File: src/rtl/matmul_pkg.sv
// Shared types and constants for the sequential matrix multiplier.
// Memory word 0 of every matrix is a header: [7:0]=rows, [15:8]=cols.
package matmul_pkg;

  localparam int DATA_W    = 32;
  localparam int ADDR_W    = 7;
  localparam int HDR_ADDR  = 0;
  localparam int ELEM_BASE = 1;

  localparam int DIM_W     = 8;
  localparam int ROWS_LSB  = 0;
  localparam int COLS_LSB  = 8;
  localparam int MAX_ELEMS = 127;

  typedef enum logic [2:0] {
    S_IDLE,
    S_RDHDR,
    S_CHECK,
    S_HDR,
    S_MAC,
    S_WRITE,
    S_ERR,
    S_DONE
  } state_e;

endpackage

File: src/rtl/matmul_mac.sv
// Multiply-accumulate unit with synchronous clear and enable.
// MATMUL_SAT_EN: accumulate in 2*DATA_W bits and saturate the output.
module matmul_mac
  import matmul_pkg::*;
(
  input  logic              clk,
  input  logic              rst,
  input  logic              clr,
  input  logic              en,
  input  logic [DATA_W-1:0] a,
  input  logic [DATA_W-1:0] b,
  output logic [DATA_W-1:0] acc_o
);

`ifdef MATMUL_SAT_EN
  localparam logic signed [2*DATA_W-1:0] SAT_MAX =
    {{(DATA_W+1){1'b0}}, {(DATA_W-1){1'b1}}};
  localparam logic signed [2*DATA_W-1:0] SAT_MIN =
    {{(DATA_W+1){1'b1}}, {(DATA_W-1){1'b0}}};

  logic signed [2*DATA_W-1:0] acc_q, acc_d, prod;

  assign prod = (2*DATA_W)'($signed(a)) * (2*DATA_W)'($signed(b));

  always_comb begin
    acc_o = acc_q[DATA_W-1:0];
    if (acc_q > SAT_MAX) begin
      acc_o = SAT_MAX[DATA_W-1:0];
    end else if (acc_q < SAT_MIN) begin
      acc_o = SAT_MIN[DATA_W-1:0];
    end
  end
`else
  // Low half of a two's-complement product is sign-agnostic, so wrap is exact.
  logic [DATA_W-1:0] acc_q, acc_d, prod;

  assign prod  = a * b;
  assign acc_o = acc_q;
`endif

  always_comb begin
    acc_d = acc_q;
    if (clr) begin
      acc_d = '0;
    end else if (en) begin
      acc_d = acc_q + prod;
    end
  end

  always_ff @(posedge clk or negedge rst) begin
    if (!rst) begin
      acc_q <= '0;
    end else begin
      acc_q <= acc_d;
    end
  end

endmodule

File: src/rtl/matmul_fsm.sv
// Sequential C = A x B controller: reads headers, validates dimensions,
// one MAC per clock. Optional saturation via MATMUL_SAT_EN (in matmul_mac).
module matmul_fsm
  import matmul_pkg::*;
(
  input  logic              clk,
  input  logic              rst,
  input  logic              start,
  input  logic [DATA_W-1:0] data1,
  input  logic [DATA_W-1:0] data2,
  output logic [ADDR_W-1:0] Addr1,
  output logic [ADDR_W-1:0] Addr2,
  output logic [ADDR_W-1:0] Addr3,
  output logic [DATA_W-1:0] result,
  output logic              WE,
  output logic              Done,
  output logic              invalidmm,
  output state_e            dbg_state
);

  state_e state_q, state_d;
  logic [DIM_W-1:0] m_dim_q, m_dim_d, k_dim_q, k_dim_d;
  logic [DIM_W-1:0] k2_dim_q, k2_dim_d, n_dim_q, n_dim_d;
  logic [DIM_W-1:0] row_q, row_d, col_q, col_d, step_q, step_d;
  logic             inv_q, inv_d;

  logic              mac_en, mac_clr;
  logic [DATA_W-1:0] acc;

  logic [2*DIM_W-1:0] mn_size, mk_size, kn_size;
  logic               dims_bad;
  logic [ADDR_W-1:0]  a_idx, b_idx, c_idx;

  assign mn_size = (2*DIM_W)'(m_dim_q) * (2*DIM_W)'(n_dim_q);
  assign mk_size = (2*DIM_W)'(m_dim_q) * (2*DIM_W)'(k_dim_q);
  assign kn_size = (2*DIM_W)'(k2_dim_q) * (2*DIM_W)'(n_dim_q);

  assign dims_bad = (k_dim_q != k2_dim_q) ||
                    (m_dim_q == '0) || (k_dim_q == '0) ||
                    (k2_dim_q == '0) || (n_dim_q == '0) ||
                    (mn_size > (2*DIM_W)'(MAX_ELEMS)) ||
                    (mk_size > (2*DIM_W)'(MAX_ELEMS)) ||
                    (kn_size > (2*DIM_W)'(MAX_ELEMS));

  // Valid runs keep every product below 128, so ADDR_W-bit arithmetic is exact.
  assign a_idx = ADDR_W'(ELEM_BASE) + ADDR_W'(row_q) * ADDR_W'(k_dim_q) + ADDR_W'(step_q);
  assign b_idx = ADDR_W'(ELEM_BASE) + ADDR_W'(step_q) * ADDR_W'(n_dim_q) + ADDR_W'(col_q);
  assign c_idx = ADDR_W'(ELEM_BASE) + ADDR_W'(row_q) * ADDR_W'(n_dim_q) + ADDR_W'(col_q);

  always_comb begin
    state_d  = state_q;
    m_dim_d  = m_dim_q;
    k_dim_d  = k_dim_q;
    k2_dim_d = k2_dim_q;
    n_dim_d  = n_dim_q;
    row_d    = row_q;
    col_d    = col_q;
    step_d   = step_q;
    inv_d    = inv_q;
    case (state_q)
      S_IDLE: begin
        if (start) begin
          state_d = S_RDHDR;
          inv_d   = 1'b0;
        end
      end
      S_RDHDR: begin
        m_dim_d  = data1[ROWS_LSB +: DIM_W];
        k_dim_d  = data1[COLS_LSB +: DIM_W];
        k2_dim_d = data2[ROWS_LSB +: DIM_W];
        n_dim_d  = data2[COLS_LSB +: DIM_W];
        state_d  = S_CHECK;
      end
      S_CHECK: begin
        row_d   = '0;
        col_d   = '0;
        step_d  = '0;
        state_d = dims_bad ? S_ERR : S_HDR;
      end
      S_HDR: state_d = S_MAC;
      S_MAC: begin
        if (step_q == k_dim_q - DIM_W'(1)) begin
          step_d  = '0;
          state_d = S_WRITE;
        end else begin
          step_d = step_q + DIM_W'(1);
        end
      end
      S_WRITE: begin
        state_d = S_MAC;
        if (col_q == n_dim_q - DIM_W'(1)) begin
          col_d = '0;
          if (row_q == m_dim_q - DIM_W'(1)) begin
            state_d = S_DONE;
          end else begin
            row_d = row_q + DIM_W'(1);
          end
        end else begin
          col_d = col_q + DIM_W'(1);
        end
      end
      S_ERR: begin
        inv_d   = 1'b1;
        state_d = S_DONE;
      end
      S_DONE: begin
        if (!start) state_d = S_IDLE;
      end
      default: state_d = S_IDLE;
    endcase
  end

  // Memory-side outputs are decoded from the state so a reset clears them at once.
  always_comb begin
    Addr1   = ADDR_W'(HDR_ADDR);
    Addr2   = ADDR_W'(HDR_ADDR);
    Addr3   = ADDR_W'(HDR_ADDR);
    result  = '0;
    WE      = 1'b0;
    mac_en  = 1'b0;
    mac_clr = 1'b0;
    case (state_q)
      S_RDHDR: mac_clr = 1'b1;
      S_HDR: begin
        WE = 1'b1;
        result[ROWS_LSB +: DIM_W] = m_dim_q;
        result[COLS_LSB +: DIM_W] = n_dim_q;
      end
      S_MAC: begin
        Addr1  = a_idx;
        Addr2  = b_idx;
        mac_en = 1'b1;
      end
      S_WRITE: begin
        Addr3   = c_idx;
        result  = acc;
        WE      = 1'b1;
        mac_clr = 1'b1;
      end
      default: ;
    endcase
  end

  assign Done      = (state_q == S_DONE);
  assign invalidmm = inv_q;
  assign dbg_state = state_q;

  always_ff @(posedge clk or negedge rst) begin
    if (!rst) begin
      state_q  <= S_IDLE;
      m_dim_q  <= '0;
      k_dim_q  <= '0;
      k2_dim_q <= '0;
      n_dim_q  <= '0;
      row_q    <= '0;
      col_q    <= '0;
      step_q   <= '0;
      inv_q    <= 1'b0;
    end else begin
      state_q  <= state_d;
      m_dim_q  <= m_dim_d;
      k_dim_q  <= k_dim_d;
      k2_dim_q <= k2_dim_d;
      n_dim_q  <= n_dim_d;
      row_q    <= row_d;
      col_q    <= col_d;
      step_q   <= step_d;
      inv_q    <= inv_d;
    end
  end

  matmul_mac u_mac (
    .clk   (clk),
    .rst   (rst),
    .clr   (mac_clr),
    .en    (mac_en),
    .a     (data1),
    .b     (data2),
    .acc_o (acc)
  );

endmodule

File: config.mk
export PLATFORM = sky130hd
export DESIGN_NAME = matmul_fsm
export DESIGN_NICKNAME = d
export VERILOG_FILES = /design/src/rtl/matmul_pkg.sv /design/src/rtl/matmul_mac.sv /design/src/rtl/matmul_fsm.sv
export SDC_FILE = /design/constraint.sdc
export NUM_CORES = 2
export LEC_CHECK = 0
export ABC_AREA = 1
export BUFFER_PORTS_ARGS = -buffer_cell sky130_fd_sc_hd__buf_2
export CORE_MARGIN = 1
export CORE_UTILIZATION = 35
export CTS_BUF_LIST = sky130_fd_sc_hd__clkbuf_2
export CTS_CLUSTER_DIAMETER = 40
export DETAILED_ROUTE_END_ITERATION = 10
export GPL_TIMING_DRIVEN = 0
export PLACE_DENSITY = 0.52
export SLEW_MARGIN = 20
export SYNTH_ARGS = -nofsm -noshare
export SYNTH_HDL_FRONTEND = slang
export SYNTH_SLANG_ARGS = --single-unit
File: constraint.sdc
create_clock -name clk -period 10 [get_ports clk]
set_input_delay 1.5 -clock clk [delete_from_list [all_inputs] [get_ports clk]]
set_output_delay 1.5 -clock clk [all_outputs]
set_load 0.05 [all_outputs]
==> impl_metrics.yaml <==
finish:
  drive_above_1_share: 0.03774
  nets: 5595
  syn_to_final_growth_pct: 6.839
  stdcell_count: 5913
  final_util: 0.3784
  fillCellCount: 10120
floorplanning:
  die_area_sq_um: 94270
  core_sq_um: 91940
  io_pins: 126
  die_h_microns: 307.0
  die_w_microns: 307.0
  rows: 111
  initial_utilization: 0.3542
synth:
  syn_area_sq_um: 32570
  synthCells: 4543
  ys_warn_count: 0
  yosysMostFrequentCell: "inv_1"
  synth_cell_types: 45
  yosysTopAreaCell: "fa_1"
  syn_nets: 5479
  synth_seq_cells: 92
  yosys.area.top_type_share: 0.3596
  synthFlopType: "dfrtp_1"
  synth_common_cells: "1424 x inv_1, 1223 x nand2_1, 585 x fa_1"
  seq_area_frac_synth: 0.07069
  synth_edf_count: 0
  avgSynthCellArea_sq_um: 7.168
  ys_top_cells_by_area: "fa_1 36%, inv_1 16%, nand2_1 14%"
  async_reset_ff_frac: 1.000
setup_path:
  path_common_cell: "fa_1"
  cp_max_fo: 10
  endpoint_kind: "register"
  crit_type: "primary input to register"
  rr_startpoint: "u_mac.acc_o[18]"
  critPathMaxStageDelay_ps: 790
  worstSetupStartpointType: "primary input"
  r2r-end: "u_mac.acc_o[26]"
  slowest_stage: "clkbuf_1"
  reg2reg_depth: 24
  timing.reg2reg.setup_slack_ps: 3130
  crit_required_ps: 10650
  worstPathArrival_ps: 9180
hold_path:
  hold_path.class: "register to register"
  hold_start: "u_mac.acc_o[28]"
  whs_path_depth: 2
  worstHoldEndpoint: "u_mac.acc_o[28]"
clock_tree:
  clock-sinks: 92
  path_clk_slew_ps: 270
  root_buffer: "clkbuf_2"
  cts_resized: 0
  cts_tree: "done"
  hold_buffers: 0
  cts_inserted_buffers: 9
  clk_latency_ps: 790
  cts_setup_buffers: 0
  htreeDepth: 3
  clockBufferDepth: 2
sta:
  grt_setup_unrepaired: "false"
  worst_slew_pin_slew_ps: 1087
  relSlewSlack: 0.2754
  finalHoldViolations: 0
  final_max_slew_viol_count: 0
  setup_viol: 0
  worst_hold_slack_ps: 520.0
  max_clock_freq_mhz: 117.3
  period_minus_slack_ps: 8527
  finalCritPeriodShare: 0.8527
  fin_skew_ps: 82.56
  setup_tns_ps: 0
place:
  dp_hpwl_mm: 90.16
  dp_cells: 5891
  port_buffers: 104
  place.gp.congestion: 0.9259
routing:
  drc: 0
  ant_nets: 0
  dr_total_vias: 27360
  routed_via_density: 4.627
  avgRoutedWirePerCell_microns: 17.68
  drt_wl_total_mm: 104.6
  first_pass_iters: 6
  drtIter0Drc: 1690
global_routing:
  overflow: 0
  grt_usage: 0.2281
  grt_max_degree: 57
  grt_pass1_vias: 27470
  grt_first_pass_wirelength_mm: 163.0
  antenna_found_initial: 5
run:
  maxCapViolations: 0
status:
  status: "complete, no violations"
layout make-up:
class	count	area, sq um	share of cell area
Multi-Input combinational cell	2823	24100	0.6927
Inverter	1436	5395	0.1551
Sequential cell	92	2302	0.06617
Tap cell	1243	1555	0.04470
Buffer	192	768.2	0.02208
Timing Repair Buffer	105	554.3	0.01593
Clock inverter	7	57.56	0.001654
Clock buffer	9	45.04	0.001295
Antenna cell	6	15.01	0.0004315
sequential cells by signal, summed over array words and instances (netlist names):
register	flops
invalidmm	1
k2_dim_q	8
row_q	8
col_q	8
step_q	8
dbg_state	3
u_mac.acc_o	32
n_dim_q	8
m_dim_q	8
k_dim_q	8
per-stage QoR:
stage          setup slack (ps)  area [sq um]
2_1_floorplan              2227         32570
3_3_place_gp              746.2         34640
3_5_place_dp              754.2         34680
4_1_cts                    1522         34780
5_1_grt                    1137         34790
6_report                   1473         34790
worst max-delay path by stage:
| stage | from | cells past startpoint | to | slack (ps) |
|---|---|---|---|---|
| finish | data1[13] | 25 | u_mac.acc_o[28] | 1470 |
| global route | data2[4] | 29 | u_mac.acc_o[26] | 1140 |
| CTS | data1[13] | 25 | u_mac.acc_o[28] | 1520 |
| detailed placement | data2[4] | 29 | u_mac.acc_o[26] | 750 |
| global placement | data1[13] | 25 | u_mac.acc_o[28] | 750 |
| floorplan | data2[4] | 32 | u_mac.acc_o[29] | 2230 |
layout by cell type (no fill, tap or decap), types with 5 or more instances in the layout:
master,instances
clkbuf_2,9
clkbuf_1,143
a21o_1,6
nand3b_1,14
o21bai_1,6
nor3_1,13
dfrtp_1,92
a21oi_1,96
fa_1,585
o21ai_0,64
o21ai_1,5
nand2_1,1223
nand4_1,32
inv_1,1424
inv_2,11
ha_1,284
o22ai_1,39
xor2_1,78
diode_2,6
buf_2,126
xnor2_1,58
buf_1,23
nor2_1,174
nand3_1,106
logic make-up (layout without fill, tap and decap cells):
kind of cell / count (synthesis) / after routing / share of synthesized area
DFF: 92 / 92 / 0.07069
AOI/OAI and AO/OA: 235 / 235 / 0.04096
adders and majority gates: 869 / 869 / 0.4687
and+or+nand+nor: 1579 / 1579 / 0.1924
xor gates and xnor gates: 136 / 136 / 0.03658
other: 0 / 6 / 0
muxes: 4 / 4 / 0.001383
buffers and inverters: 1628 / 1749 / 0.1893
critical path: cells and delay by family:
kind	cells	cell delay (ps)
buffers and inverters	8	1730
adders and majority gates	9	4500
and+or+nand+nor	5	1060
AOI/OAI and AO/OA	3	360
metal layers:
layer  share of wire  vias to the layer above  GRT usage  wire (microns)
li1                -                    13070          -               -
met5               0                        -          0               0
met2            0.47                      717     0.3801           48980
met1            0.45                    13450     0.3146           46820
met4           0.032                        0    0.06445            3346
met3           0.052                      120    0.02164            5412
Power is left out: the tool's default activity adds up to more than one toggle a clock period on the data nets, which glitch-free logic cannot reach.
